### src/rtl/boa_mem_arb_pkg.sv
// Shared types and helpers for the boa memory bus two-master arbiter.
package boa_mem_arb_pkg;

  typedef logic [0:0] arb_sel_t;

  // Width needed to count 0..burst_max inclusive.
  function automatic int cnt_width(input int burst_max);
    return $clog2(burst_max + 1);
  endfunction

endpackage

### src/rtl/boa_mem_bus.sv
// boa memory bus: CPU side drives the request, MEM side answers with ready/rdata.
interface boa_mem_bus;
  logic        re;
  logic [3:0]  we;
  logic [31:0] addr;
  logic [31:0] wdata;
  logic [31:0] rdata;
  logic        ready;

  modport MEM (input re, we, addr, wdata, output rdata, ready);
  modport CPU (output re, we, addr, wdata, input rdata, ready);
endinterface

### src/rtl/boa_mem_arb_grant.sv
// Combinational grant decision for the two-master arbiter.
// Build option: BOA_MEM_ARB_FIXED_PRIO_EN selects fixed m0 priority instead of round-robin.
module boa_mem_arb_grant
  import boa_mem_arb_pkg::*;
#(
  parameter int CNT_W     = 3,
  parameter int BURST_MAX = 4
) (
  input  logic             req0,
  input  logic             req1,
  input  arb_sel_t         owner,
  input  logic [CNT_W-1:0] cnt,
  input  logic             lock,
  output logic             grant_valid,
  output arb_sel_t         grant
);

`ifdef BOA_MEM_ARB_FIXED_PRIO_EN
  // Burst counting has no influence on a fixed-priority contest.
  logic unused_cnt;
  assign unused_cnt = ^cnt;
`else
  localparam logic [CNT_W-1:0] CNT_MAX = CNT_W'(BURST_MAX);
`endif

  always_comb begin
    grant_valid = 1'b0;
    grant       = owner;
    if (lock) begin
      // A stalled transfer keeps the bus until the slave accepts it.
      grant_valid = 1'b1;
      grant       = owner;
    end else if (req0 && !req1) begin
      grant_valid = 1'b1;
      grant       = 1'b0;
    end else if (req1 && !req0) begin
      grant_valid = 1'b1;
      grant       = 1'b1;
    end else if (req0 && req1) begin
      grant_valid = 1'b1;
`ifdef BOA_MEM_ARB_FIXED_PRIO_EN
      grant       = 1'b0;
`else
      grant       = (cnt < CNT_MAX) ? owner : ~owner;
`endif
    end
  end

endmodule

### src/rtl/boa_mem_arbiter.sv
// Two-master to one-slave boa memory bus arbiter: round-robin with bounded bursts,
// grant locking across stalls, and read-data routing. Option: BOA_MEM_ARB_FIXED_PRIO_EN.
module boa_mem_arbiter
  import boa_mem_arb_pkg::*;
#(
  parameter int burst_max = 4
) (
  input  logic    clk,
  input  logic    rst,
  boa_mem_bus.MEM m0,
  boa_mem_bus.MEM m1,
  boa_mem_bus.CPU mem
);

  localparam int CNT_W = cnt_width(burst_max);
  localparam logic [CNT_W-1:0] CNT_MAX = CNT_W'(burst_max);

  logic             req0, req1;
  logic             grant_valid;
  arb_sel_t         grant;
  arb_sel_t         owner_q, owner_d;
  arb_sel_t         resp_sel_q, resp_sel_d;
  arb_sel_t         fwd_sel;
  logic             lock_q, lock_d;
  logic [CNT_W-1:0] cnt_q, cnt_d;
  logic             fwd_re;
  logic [3:0]       fwd_we;
  logic             drive_ok;

  assign req0 = m0.re | (|m0.we);
  assign req1 = m1.re | (|m1.we);

  boa_mem_arb_grant #(
    .CNT_W     (CNT_W),
    .BURST_MAX (burst_max)
  ) u_grant (
    .req0        (req0),
    .req1        (req1),
    .owner       (owner_q),
    .cnt         (cnt_q),
    .lock        (lock_q),
    .grant_valid (grant_valid),
    .grant       (grant)
  );

  // With no grant the address/data lines stay parked on the last owner.
  assign fwd_sel  = grant_valid ? grant : owner_q;
  assign fwd_re   = fwd_sel[0] ? m1.re : m0.re;
  assign fwd_we   = fwd_sel[0] ? m1.we : m0.we;
  assign drive_ok = grant_valid & ~rst;

  assign mem.re    = drive_ok & fwd_re;
  assign mem.we    = drive_ok ? fwd_we : 4'h0;
  assign mem.addr  = fwd_sel[0] ? m1.addr  : m0.addr;
  assign mem.wdata = fwd_sel[0] ? m1.wdata : m0.wdata;

  assign m0.ready = drive_ok & (grant == 1'b0) & mem.ready;
  assign m1.ready = drive_ok & (grant == 1'b1) & mem.ready;

  assign m0.rdata = (!rst && resp_sel_q == 1'b0) ? mem.rdata : 32'h0;
  assign m1.rdata = (!rst && resp_sel_q == 1'b1) ? mem.rdata : 32'h0;

  always_comb begin
    owner_d    = owner_q;
    cnt_d      = cnt_q;
    lock_d     = lock_q;
    resp_sel_d = resp_sel_q;
    if (grant_valid) begin
      owner_d = grant;
      if (mem.ready) begin
        if (grant == owner_q) begin
          cnt_d = (cnt_q == CNT_MAX) ? cnt_q : cnt_q + CNT_W'(1);
        end else begin
          cnt_d = CNT_W'(1);
        end
        lock_d = 1'b0;
        if (fwd_re) begin
          resp_sel_d = grant;
        end
      end else begin
        lock_d = 1'b1;
      end
    end else begin
      cnt_d = '0;
    end
  end

  always_ff @(posedge clk or posedge rst) begin
    if (rst) begin
      owner_q    <= 1'b0;
      cnt_q      <= '0;
      lock_q     <= 1'b0;
      resp_sel_q <= 1'b0;
    end else begin
      owner_q    <= owner_d;
      cnt_q      <= cnt_d;
      lock_q     <= lock_d;
      resp_sel_q <= resp_sel_d;
    end
  end

endmodule

### src/flat_wrapper.sv
// flat-port wrapper written by rule: the top's interface ports become plain ports
module boa_mem_arbiter_flat import boa_mem_arb_pkg::*;
#(
  parameter int burst_max = 4
)
  (clk, rst, m0_re, m0_we, m0_addr, m0_wdata, m0_rdata, m0_ready, m1_re, m1_we, m1_addr, m1_wdata, m1_rdata, m1_ready, mem_re, mem_we, mem_addr, mem_wdata, mem_rdata, mem_ready);
  boa_mem_bus m0_i ();
  boa_mem_bus m1_i ();
  boa_mem_bus mem_i ();
  input  logic clk;
  input  logic rst;
  input wire logic [$bits(m0_i.re)-1:0] m0_re;
  input wire logic [$bits(m0_i.we)-1:0] m0_we;
  input wire logic [$bits(m0_i.addr)-1:0] m0_addr;
  input wire logic [$bits(m0_i.wdata)-1:0] m0_wdata;
  output wire logic [$bits(m0_i.rdata)-1:0] m0_rdata;
  output wire logic [$bits(m0_i.ready)-1:0] m0_ready;
  input wire logic [$bits(m1_i.re)-1:0] m1_re;
  input wire logic [$bits(m1_i.we)-1:0] m1_we;
  input wire logic [$bits(m1_i.addr)-1:0] m1_addr;
  input wire logic [$bits(m1_i.wdata)-1:0] m1_wdata;
  output wire logic [$bits(m1_i.rdata)-1:0] m1_rdata;
  output wire logic [$bits(m1_i.ready)-1:0] m1_ready;
  output wire logic [$bits(mem_i.re)-1:0] mem_re;
  output wire logic [$bits(mem_i.we)-1:0] mem_we;
  output wire logic [$bits(mem_i.addr)-1:0] mem_addr;
  output wire logic [$bits(mem_i.wdata)-1:0] mem_wdata;
  input wire logic [$bits(mem_i.rdata)-1:0] mem_rdata;
  input wire logic [$bits(mem_i.ready)-1:0] mem_ready;
  assign m0_i.re = m0_re;
  assign m0_i.we = m0_we;
  assign m0_i.addr = m0_addr;
  assign m0_i.wdata = m0_wdata;
  assign m0_rdata = m0_i.rdata;
  assign m0_ready = m0_i.ready;
  assign m1_i.re = m1_re;
  assign m1_i.we = m1_we;
  assign m1_i.addr = m1_addr;
  assign m1_i.wdata = m1_wdata;
  assign m1_rdata = m1_i.rdata;
  assign m1_ready = m1_i.ready;
  assign mem_re = mem_i.re;
  assign mem_we = mem_i.we;
  assign mem_addr = mem_i.addr;
  assign mem_wdata = mem_i.wdata;
  assign mem_i.rdata = mem_rdata;
  assign mem_i.ready = mem_ready;
  boa_mem_arbiter #(.burst_max(burst_max)) u_core (.clk(clk), .rst(rst), .m0(m0_i), .m1(m1_i), .mem(mem_i));
endmodule
### config.mk
export PLATFORM = sky130hd
export DESIGN_NAME = boa_mem_arbiter_flat
export DESIGN_NICKNAME = d
export VERILOG_FILES = /design/src/rtl/boa_mem_arb_pkg.sv /design/src/rtl/boa_mem_bus.sv /design/src/rtl/boa_mem_arb_grant.sv /design/src/rtl/boa_mem_arbiter.sv /design/src/flat_wrapper.sv
export SDC_FILE = /design/constraint.sdc
export NUM_CORES = 1
export LEC_CHECK = 0
export ABC_AREA = 1
export ABC_CLOCK_PERIOD_IN_PS = 1710
export BUFFER_PORTS_ARGS = -buffer_cell sky130_fd_sc_hd__buf_4
export CAP_MARGIN = 20
export CORE_AREA = 2 2 120 122
export DETAILED_ROUTE_END_ITERATION = 12
export DIE_AREA = 0 0 122 124
export PLACE_DENSITY_LB_ADDON = 0.15
export REMOVE_ABC_BUFFERS = 1
export SETUP_SLACK_MARGIN = 0.05
export SYNTH_ARGS = -nofsm -noshare
export SYNTH_HDL_FRONTEND = slang
export SYNTH_SLANG_ARGS = --single-unit
### constraint.sdc
create_clock -name clk -period 1.71 [get_ports clk]
set_input_delay 0.0855 -clock clk [delete_from_list [all_inputs] [get_ports clk]]
set_output_delay 0.0855 -clock clk [all_outputs]
set_load 0.05 [all_outputs]
# Word level (Yosys, flattened, before mapping)
# Cells that the tools add are included.
word_totals:
  elab_cells: 56
  reg_bits: 6
  out_inout_bits: 135
classes:
  bitwise_logic: 12
  mux: 22
  order_cmp: 1
  n_addsub: 1
  n_reduce_logical: 12
  eq_ne: 4
op_table:
  columns: ["operator", "count"]
  rows:
  - ["two-way mux 32 bit", 4]
  - ["two-way mux 1 bit", 12]
  - ["two-way mux 3 bit", 4]
  - ["two-way mux 4 bit", 2]
  - ["OR reduction 4 bit", 2]
  - ["bitwise AND 1 bit", 6]
  - ["logical AND 1 bit", 5]
  - ["inverter 1 bit", 4]
  - ["adder 3 x 1 -> 3 bit, second input constant", 1]
  - ["== test 3 bit, second input constant", 1]
  - ["logical NOT 1 bit", 3]
  - ["less-than comparator 3 bit, second input constant", 1]
  - ["inequality test 3 bit, second input constant", 1]
  - ["AND reduction 3 bit", 1]
  - ["inequality test 2 bit, second input constant", 1]
  - ["OR 1 bit", 2]
  - ["AND reduction 2 bit", 1]
  - ["== test 1 bit", 1]

# Longest topological paths before layout
# Gate-level depths: netlist (run 1).
depth:
  word_depth: 11
  ltp_mapped: 13
  depth_no_buf: 12

# Modules after synthesis
# From an unflattened synthesis (run 1), not the netlist that was laid out.
unflattened:
  cells_unflattened: 405
  hier_area_um2: 1767.9
by_module_without_submodules:
  columns: ["module", "seq_area_each_um2", "cells_each", "n_inst", "area_per_inst_um2"]
  rows:
  - ["boa_mem_arbiter", 150.1, 390, 1, 1710.4]
  - ["boa_mem_arb_grant", 0.0, 15, 1, 57.6]

# Worst setup path before layout (run 1)
# Ideal clock, no wire load.
synth_path:
  kind: "flip-flop to output port"
  start: "reg u_core.cnt_q[2]"
  end: "out m1_ready"
  path_slack_ns: -0.535
  arrival_ns: 2.160
  stages_incl_launch_ff: 11
  n_path_buf: 1
  path_cell_list: "dfrtp_1 > inv_1 > nand2_1 > nand2_1 > nand3_1 > nand3_1 > nand2_1 > nand2_2 > nand2_4 > buf_2 > nor3_1"
synth_via:
  elab_chain_len: 8
synth_lines:
  columns: ["item", "line", "rtl"]
  rows:
  - ["from (decl)", "boa_mem_arbiter.sv:25", "logic [CNT_W-1:0] cnt_q, cnt_d;"]
  - ["from (signal assigned)", "boa_mem_arbiter.sv:96", "cnt_q <= cnt_d;"]
  - ["less-than comparator 3 bit", "boa_mem_arb_grant.sv:44", "grant = (cnt < CNT_MAX) ? owner : ~owner;"]
  - ["two-way mux 1 bit", "boa_mem_arb_grant.sv:44", null]
  - ["two-way mux 1 bit", "boa_mem_arb_grant.sv:39", "end else if (req0 && req1) begin"]
  - ["two-way mux 1 bit", "boa_mem_arb_grant.sv:36", "end else if (req1 && !req0) begin"]
  - ["two-way mux 1 bit", "boa_mem_arb_grant.sv:33", "end else if (req0 && !req1) begin"]
  - ["two-way mux 1 bit", "boa_mem_arb_grant.sv:29", "if (lock) begin"]
  - ["bitwise AND 1 bit (2 in series)", "boa_mem_arbiter.sv:58", "assign m1.ready = drive_ok & (grant == 1'b1) & mem.ready;"]
  - ["to (decl)", "flat_wrapper.sv:23", "output wire logic [$bits(m1_i.ready)-1:0] m1_ready;"]
# No other way between the ends.

# Worst setup path in the final report (run 1)
layout_path:
  start: "reg u_core.owner_q"
  end: "out mem_wdata[8]"
layout_via:
  elab_chain_len: 8
layout_lines:
  columns: ["item", "line", "rtl"]
  rows:
  - ["from (decl)", "boa_mem_arbiter.sv:21", "arb_sel_t owner_q, owner_d;"]
  - ["from (signal assigned)", "boa_mem_arbiter.sv:95", "owner_q <= owner_d;"]
  - ["inverter 1 bit", "boa_mem_arb_grant.sv:44", null]
  - ["two-way mux 1 bit", "boa_mem_arb_grant.sv:44", null]
  - ["two-way mux 1 bit", "boa_mem_arb_grant.sv:39", null]
  - ["two-way mux 1 bit", "boa_mem_arb_grant.sv:36", null]
  - ["two-way mux 1 bit", "boa_mem_arb_grant.sv:33", null]
  - ["two-way mux 1 bit", "boa_mem_arb_grant.sv:29", null]
  - ["two-way mux 1 bit (*)", "boa_mem_arbiter.sv:47", "assign fwd_sel = grant_valid ? grant : owner_q;"]
  - ["two-way mux 32 bit (*)", "boa_mem_arbiter.sv:55", "assign mem.wdata = fwd_sel[0] ? m1.wdata : m0.wdata;"]
  - ["to (decl)", "flat_wrapper.sv:27", "output wire logic [$bits(mem_i.wdata)-1:0] mem_wdata;"]
# Every way passes the cells marked *; elsewhere a longest branch is shown, timed or not.

==> impl_metrics.tcl, run 1 <==
set metrics [dict create \
    p_clk_share_pct 4.3 \
    powerDensity_mw_per_mm2 1660 \
    synthCells 398 \
    path_clk_slew_ns 0.03 \
    core_area_mm2 0.0137 \
    multi_input_area_mm2 0.00162 \
    drv_slew 0 \
    tightest_slew_ns 0.411 \
    io_buffers 307 \
    htree_levels 1 \
    regArea_um2 150 \
    crit_fanout 8 \
    layoutNonFillerInstCount 904 \
    pwr-share-comb_pct 92.9 \
    synthTopCellsByCount "222 x nand2_1, 75 x nor2_1, 43 x inv_1" \
    place_inst 884 \
    ys_seq_area_share_pct 8.56 \
    die_x_um 122 \
    crit_required_ns 1.62 \
    synthTopCellsByArea "nand2_1 48%, nor2_1 16%, inv_1 9.2%" \
    period_minus_slack_ns 1.98 \
    first_iter_violations 65 \
    syn_to_final_growth_pct 207 \
    synth_top_area_share_pct 47.5 \
    synthArstFlopShare_pct 100 \
    detail_route.wl_per_cell_um 13.6 \
    synth_seq_cells 6 \
    ir_worst_vdd_mv 0.855 \
    fin_tns_setup_ns -14.50 \
    final_cell_area_mm2 0.00538 \
    ys_types 23 \
    design.portCount 308 \
    relSlewSlack_pct 72.6 \
    clock-skew-final_ns 0.000946 \
    fin_util_pct 39.2 \
    synth_most_common_cell "nand2_1" \
    hold_ws_ns 0.0530 \
    p_int_mw 3.61 \
    yosys.area.top_type "nand2_1" \
    clk_path_buf_depth 2 \
    rsz0062_at_grt "yes" \
    synth_area_mm2 0.00175 \
    drt_wl_total_mm 12.3 \
    setup_viol_count_final 71 \
    gp_congestion 0.883 \
    fmax_ghz 0.506 \
    die_area_mm2 0.0151 \
    status "complete, but fails checks" \
    p_sw_mw 5.30 \
    initial_core_util_pct 12.8 \
    placed_area_mm2 0.00439 \
    grt_pass1_wl_mm 17.0 \
    numCtsBuffers 3 \
    clock_latency_ns 0.23 \
    power.share.switching_pct 59.5 \
    viasPerCell 3.98 \
    ys.warnings.count 0 \
    p_leak_nw 3.18 \
    start_kind "register" \
    synth_flop_cell "dfrtp_1" \
    end_kind "output pin" \
    track_usage_pct 14.4 \
    hold_path_class "in -> reg" \
    n_fill_cell 1421 \
    sequentialPowerShare_pct 2.8 \
    antenna_found_initial 0 \
    drt-pass1-iter-count 4 \
    dp_hpwl_mm 10.1 \
    path_class "reg -> out" \
    cts_tree "built" \
    syn_avg_cell_area_um2 4.41 \
    max_cap_violations 0 \
    critPathArrivalTime_ns 1.89 \
    grt_remaining_overflow 0 \
    grt_max_degree 33 \
    synth_edf_count 0 \
    violations "negative setup slack" \
    grt_pass1_vias 3426 \
    hold_viol 0 \
    period_share_pct 116 \
    ant_nets 0 \
    setup_slack_ns -0.266 \
    drc_errors 0 \
    nets 901 \
    vias 3601 \
    clock_sinks 6 \
    layout-drive-gt1-share_pct 59.4 \
    rows 43 \
    die-height_um 124 \
    root_buffer "clkbuf_16" \
    antennaDiodeCount 0 \
]
==> kinds of logic after synthesis <==
kind of cell,count (synthesis),share of synthesized area (%)
AOI/OAI and AO/OA,7,2.21
and+or+nand+nor,317,70.7
xor gates and xnor gates,1,0.499
adders and majority gates,2,1.43
buffers and inverters,65,16.6
DFF,6,8.56
==> final timing paths <==
kind,start,end,slack (ns),cells after the start
setup / recovery,u_core.owner_q,mem_wdata[8],-0.27,14
hold / removal,mem_ready,u_core.lock_q,0.05,2
setup reg to reg,u_core.owner_q,u_core.resp_sel_q,0.10,13
hold reg to reg,u_core.resp_sel_q,u_core.resp_sel_q,0.51,2
max in group asynchronous,rst,u_core.cnt_q[0],1.11,3
min in group asynchronous,rst,u_core.resp_sel_q,0.37,3
==> per-stage QoR <==
step	setup WS (ns)	power [mW]
floorplan	-0.883	4.41
global placement	-0.0519	6.89
detailed placement	-0.0334	6.91
CTS	-0.250	8.52
global route	-0.357	9.32
finish	-0.266	8.92
==> power groups by stage <==
| stage | Combinational [mW] | Clock [mW] | Sequential (mW) |
|---|---|---|---|
| after floorplan | 4.17 | 0 | 0.240 |
| after global placement | 6.65 | 0 | 0.243 |
| after detailed placement | 6.66 | 0 | 0.247 |
| after CTS | 7.89 | 0.387 | 0.247 |
| after global routing | 8.66 | 0.399 | 0.257 |
| final | 8.28 | 0.382 | 0.249 |
==> per-layer routing <==
layer  track usage (%)  wire length [µm]  vias to the layer above
li1                  -                 -                     1817
met1              13.2              4040                     1565
met2              30.2              6620                      203
met3              4.30              1330                       16
met4              4.17               351                        0
met5                 0                 0                        -
==> worst max-delay path: stages (launching register included) <==
cell and delay [ns]:
dfrtp_1 0.38, inv_1 0.07, nand2_1 0.06, nand2_1 0.05, nand3_1 0.07, nand3_1 0.06
nand2_1 0.08, nand2_2 0.07, nand2_4 0.13, clkinv_8 0.10, buf_12 0.15, clkbuf_16 0.17
nand2_2 0.06, nand2_2 0.05, buf_6 0.14
==> flip-flops by register name, summed over array words and instances (netlist names) <==
name,cells
u_core.cnt_q,3
u_core.owner_q,1
u_core.resp_sel_q,1
u_core.lock_q,1
==> cell usage in the layout (no fill, tap or decap), drive strengths merged, types with 2 or more instances in the layout <==
cell type and instances:
nand4 3, dfrtp 6, ha 2, nand3 9
buf 340, clkbuf 6, o21ai 2, nand2 225
nor3 3, nor2 76, inv 43, a21oi 4
==> repair_timing <==
item	CTS	global route
hold endpoints to repair	6	0
resized for setup	122	75
gates cloned	4	3
hold buffers	1	0
endpoints found under the setup margin	76	72
pin swaps	3	17
setup buffers	7	4
==> area by class of cell <==
class	instances	share of cell area, %
multi-input cells	327	30.1
repair buffers	344	58.2
clock buffers	3	1.39
inverters	44	3.30
flip-flops and latches	6	2.79
well taps	180	4.18
No activity file was read; power rests on OpenSTA's default activity.
==> inputs of run 2 (changes only) <==
Settings changed: PLACE_DENSITY from default to 0.47, PLACE_DENSITY_LB_ADDON 0.15 to default, REMOVE_ABC_BUFFERS 1 to default.
==> run 2 against run 1 <==
Net effect:
- the run still ends with negative setup slack left
- largest power group unchanged
- largest cell class unchanged
- sequential cell count unchanged
- highest routed layer unchanged
- critical path depth decreased by 1
- sequential power decreased by 2%
- register-to-register slack about the same
- via count increased by 1.4%
- total power increased by 2.0%
- sequential share of layout area decreased by 0.10 points
- critical endpoint is now mem_wdata[24]
- global-route usage decreased by 0.47 points
- cell area increased by 3.9%
- worst setup slack improved by 0.051 ns
- clock-buffer cell count unchanged
==> impl_metrics.tcl, run 2 (synthesis results as in run 1) <==
set metrics [dict create \
    status "complete, but fails checks" \
    violations "negative setup slack" \
    antennaDiodeCount 0 \
    antenna_found_initial 0 \
    detail_route.wl_per_cell_um 13.9 \
    p_leak_nw 3.24 \
    tightest_slew_ns 0.321 \
    setup_slack_ns -0.216 \
    mostFrequentLayoutCells "254 x buf_4, 146 x nand2_1, 61 x nand2_2, 56 x buf_6, 53 x nor2_1" \
    path_class "reg -> out" \
    p_sw_mw 5.37 \
    period_minus_slack_ns 1.93 \
    hold_viol 0 \
    design.portCount 308 \
    max_cap_violations 0 \
    viasPerCell 4.01 \
    ir_worst_vdd_mv 0.728 \
    crit_fanout 8 \
    ant_nets 0 \
    grt_remaining_overflow 0 \
    pwr-share-comb_pct 93.2 \
    die_area_mm2 0.0151 \
    grt_pass1_wl_mm 16.7 \
    top_register "u_core.cnt_q" \
    layout-drive-gt1-share_pct 63.9 \
    io_buffers 307 \
    vias 3653 \
    power.share.switching_pct 59.0 \
    largest_register_ffs 3 \
    clk_path_buf_depth 2 \
    dp_hpwl_mm 10.1 \
    track_usage_pct 14.0 \
    pre_cts_slack_ns -0.0885 \
    end_kind "output pin" \
    drv_slew 0 \
    placed_area_mm2 0.00458 \
    clock_sinks 6 \
    numCtsBuffers 3 \
    initial_core_util_pct 12.8 \
    critPathArrivalTime_ns 1.84 \
    hold_path_class "in -> reg" \
    n_fill_cell 1415 \
    p_int_mw 3.73 \
    start_kind "register" \
    clock-skew-final_ns 0.00123 \
    powerDensity_mw_per_mm2 1630 \
    fmax_ghz 0.519 \
    first_iter_violations 135 \
    drt_wl_total_mm 12.6 \
    drt-pass1-iter-count 4 \
    path_clk_slew_ns 0.03 \
    final_cell_area_mm2 0.00559 \
    clock_latency_ns 0.22 \
    drc_errors 0 \
    syn_nets 573 \
    grt_max_degree 33 \
    grt_pass1_vias 3389 \
    syn_to_final_growth_pct 219 \
    relSlewSlack_pct 78.6 \
    die_x_um 122 \
    nets 908 \
    rsz0062_at_grt "yes" \
    sequentialPowerShare_pct 2.7 \
    htree_levels 1 \
    setup_viol_count_final 71 \
    crit_required_ns 1.62 \
    gp_congestion 0.889 \
    rows 43 \
    layout_commonest_cell "buf_4" \
    die-height_um 124 \
    core_area_mm2 0.0137 \
    p_clk_share_pct 4.1 \
    period_share_pct 113 \
    cts_tree "built" \
    root_buffer "clkbuf_16" \
]
run 2: cell count changes in the layout (fill, tap and decap cells not counted), moves of 4 or more:
cell     previous run  this run
a21oi_2             4         0
a21oi_4             0         4
buf_8              15        24
nand2_1           153       146
nand2_2            51        61
nand2_4            21        17
nor2_1             74        53
nor2_2              2        22
run 2: final cells by class:
type | instances | area [µm²] | area share (%)
clock buffer | 3 | 75.1 | 1.34
tap | 180 | 225 | 4.03
inverter | 44 | 181 | 3.24
timing repair inverter | 2 | 17.5 | 0.313
sequential | 6 | 150 | 2.68
multi-input combinational | 328 | 1750 | 31.3
timing repair buffer | 348 | 3200 | 57.1
run 2: per-layer routing:
layer	GRT usage (%)	vias up	share of wire [%]	wire (µm)
met5	0	-	0	0
met4	2.80	0	1.8	225
met3	3.02	16	8.1	1020
met2	27.3	167	54	6850
met1	15.4	1637	36	4540
li1	-	1833	-	-
run 2: through the flow:
stage	util (%)	hold slack [ns]	std cells	TNS [ns]	power, mW
after floorplan	-	-0.115	398	-0.974	4.71
after global placement	33.4	0.0555	895	-1.47	7.03
after detailed placement	33.4	0.0523	895	-2.42	7.06
after CTS	37.6	0.0647	904	-12.84	8.39
after global routing	40.8	0.0842	911	-20.41	9.56
final	40.8	0.0727	911	-12.96	9.10
run 2: power groups by stage:
stage / Combinational, mW / Sequential (mW) / Clock, mW
after floorplan: 4.47 / 0.240 / 0
after global placement: 6.79 / 0.243 / 0
final: 8.48 / 0.245 / 0.372
after global routing: 8.92 / 0.256 / 0.391
after CTS: 7.76 / 0.243 / 0.382
after detailed placement: 6.81 / 0.247 / 0
run 2: worst paths after layout:
check,from,end,slack (ns),cells after the start
min in group asynchronous,rst,u_core.lock_q,0.39,3
setup reg to reg,u_core.owner_q,u_core.resp_sel_q,0.10,14
hold / removal,mem_ready,u_core.lock_q,0.07,2
setup / recovery,u_core.owner_q,mem_wdata[24],-0.22,13
hold reg to reg,u_core.resp_sel_q,u_core.resp_sel_q,0.49,2
max in group asynchronous,rst,u_core.resp_sel_q,1.11,3
run 2: timing repair:
item	in CTS	in global routing
buffers inserted	3	1
hold endpoints to repair	6	0
gates resized for setup	123	92
gates cloned	2	6
hold buffers	1	0
pin swaps	11	13
setup endpoints to repair	71	72
run 2: worst max-delay path, stage by stage, from the launching register on:
cell	delay [ns]
dfrtp_1	0.40
inv_2	0.07
nand2_1	0.06
nand2_1	0.07
nand3_1	0.09
nand3_2	0.07
nand2_2	0.06
nand2_4	0.12
nand2_8	0.09
buf_6	0.15
clkbuf_16	0.16
nand2_1	0.06
nand2_1	0.06
buf_6	0.15
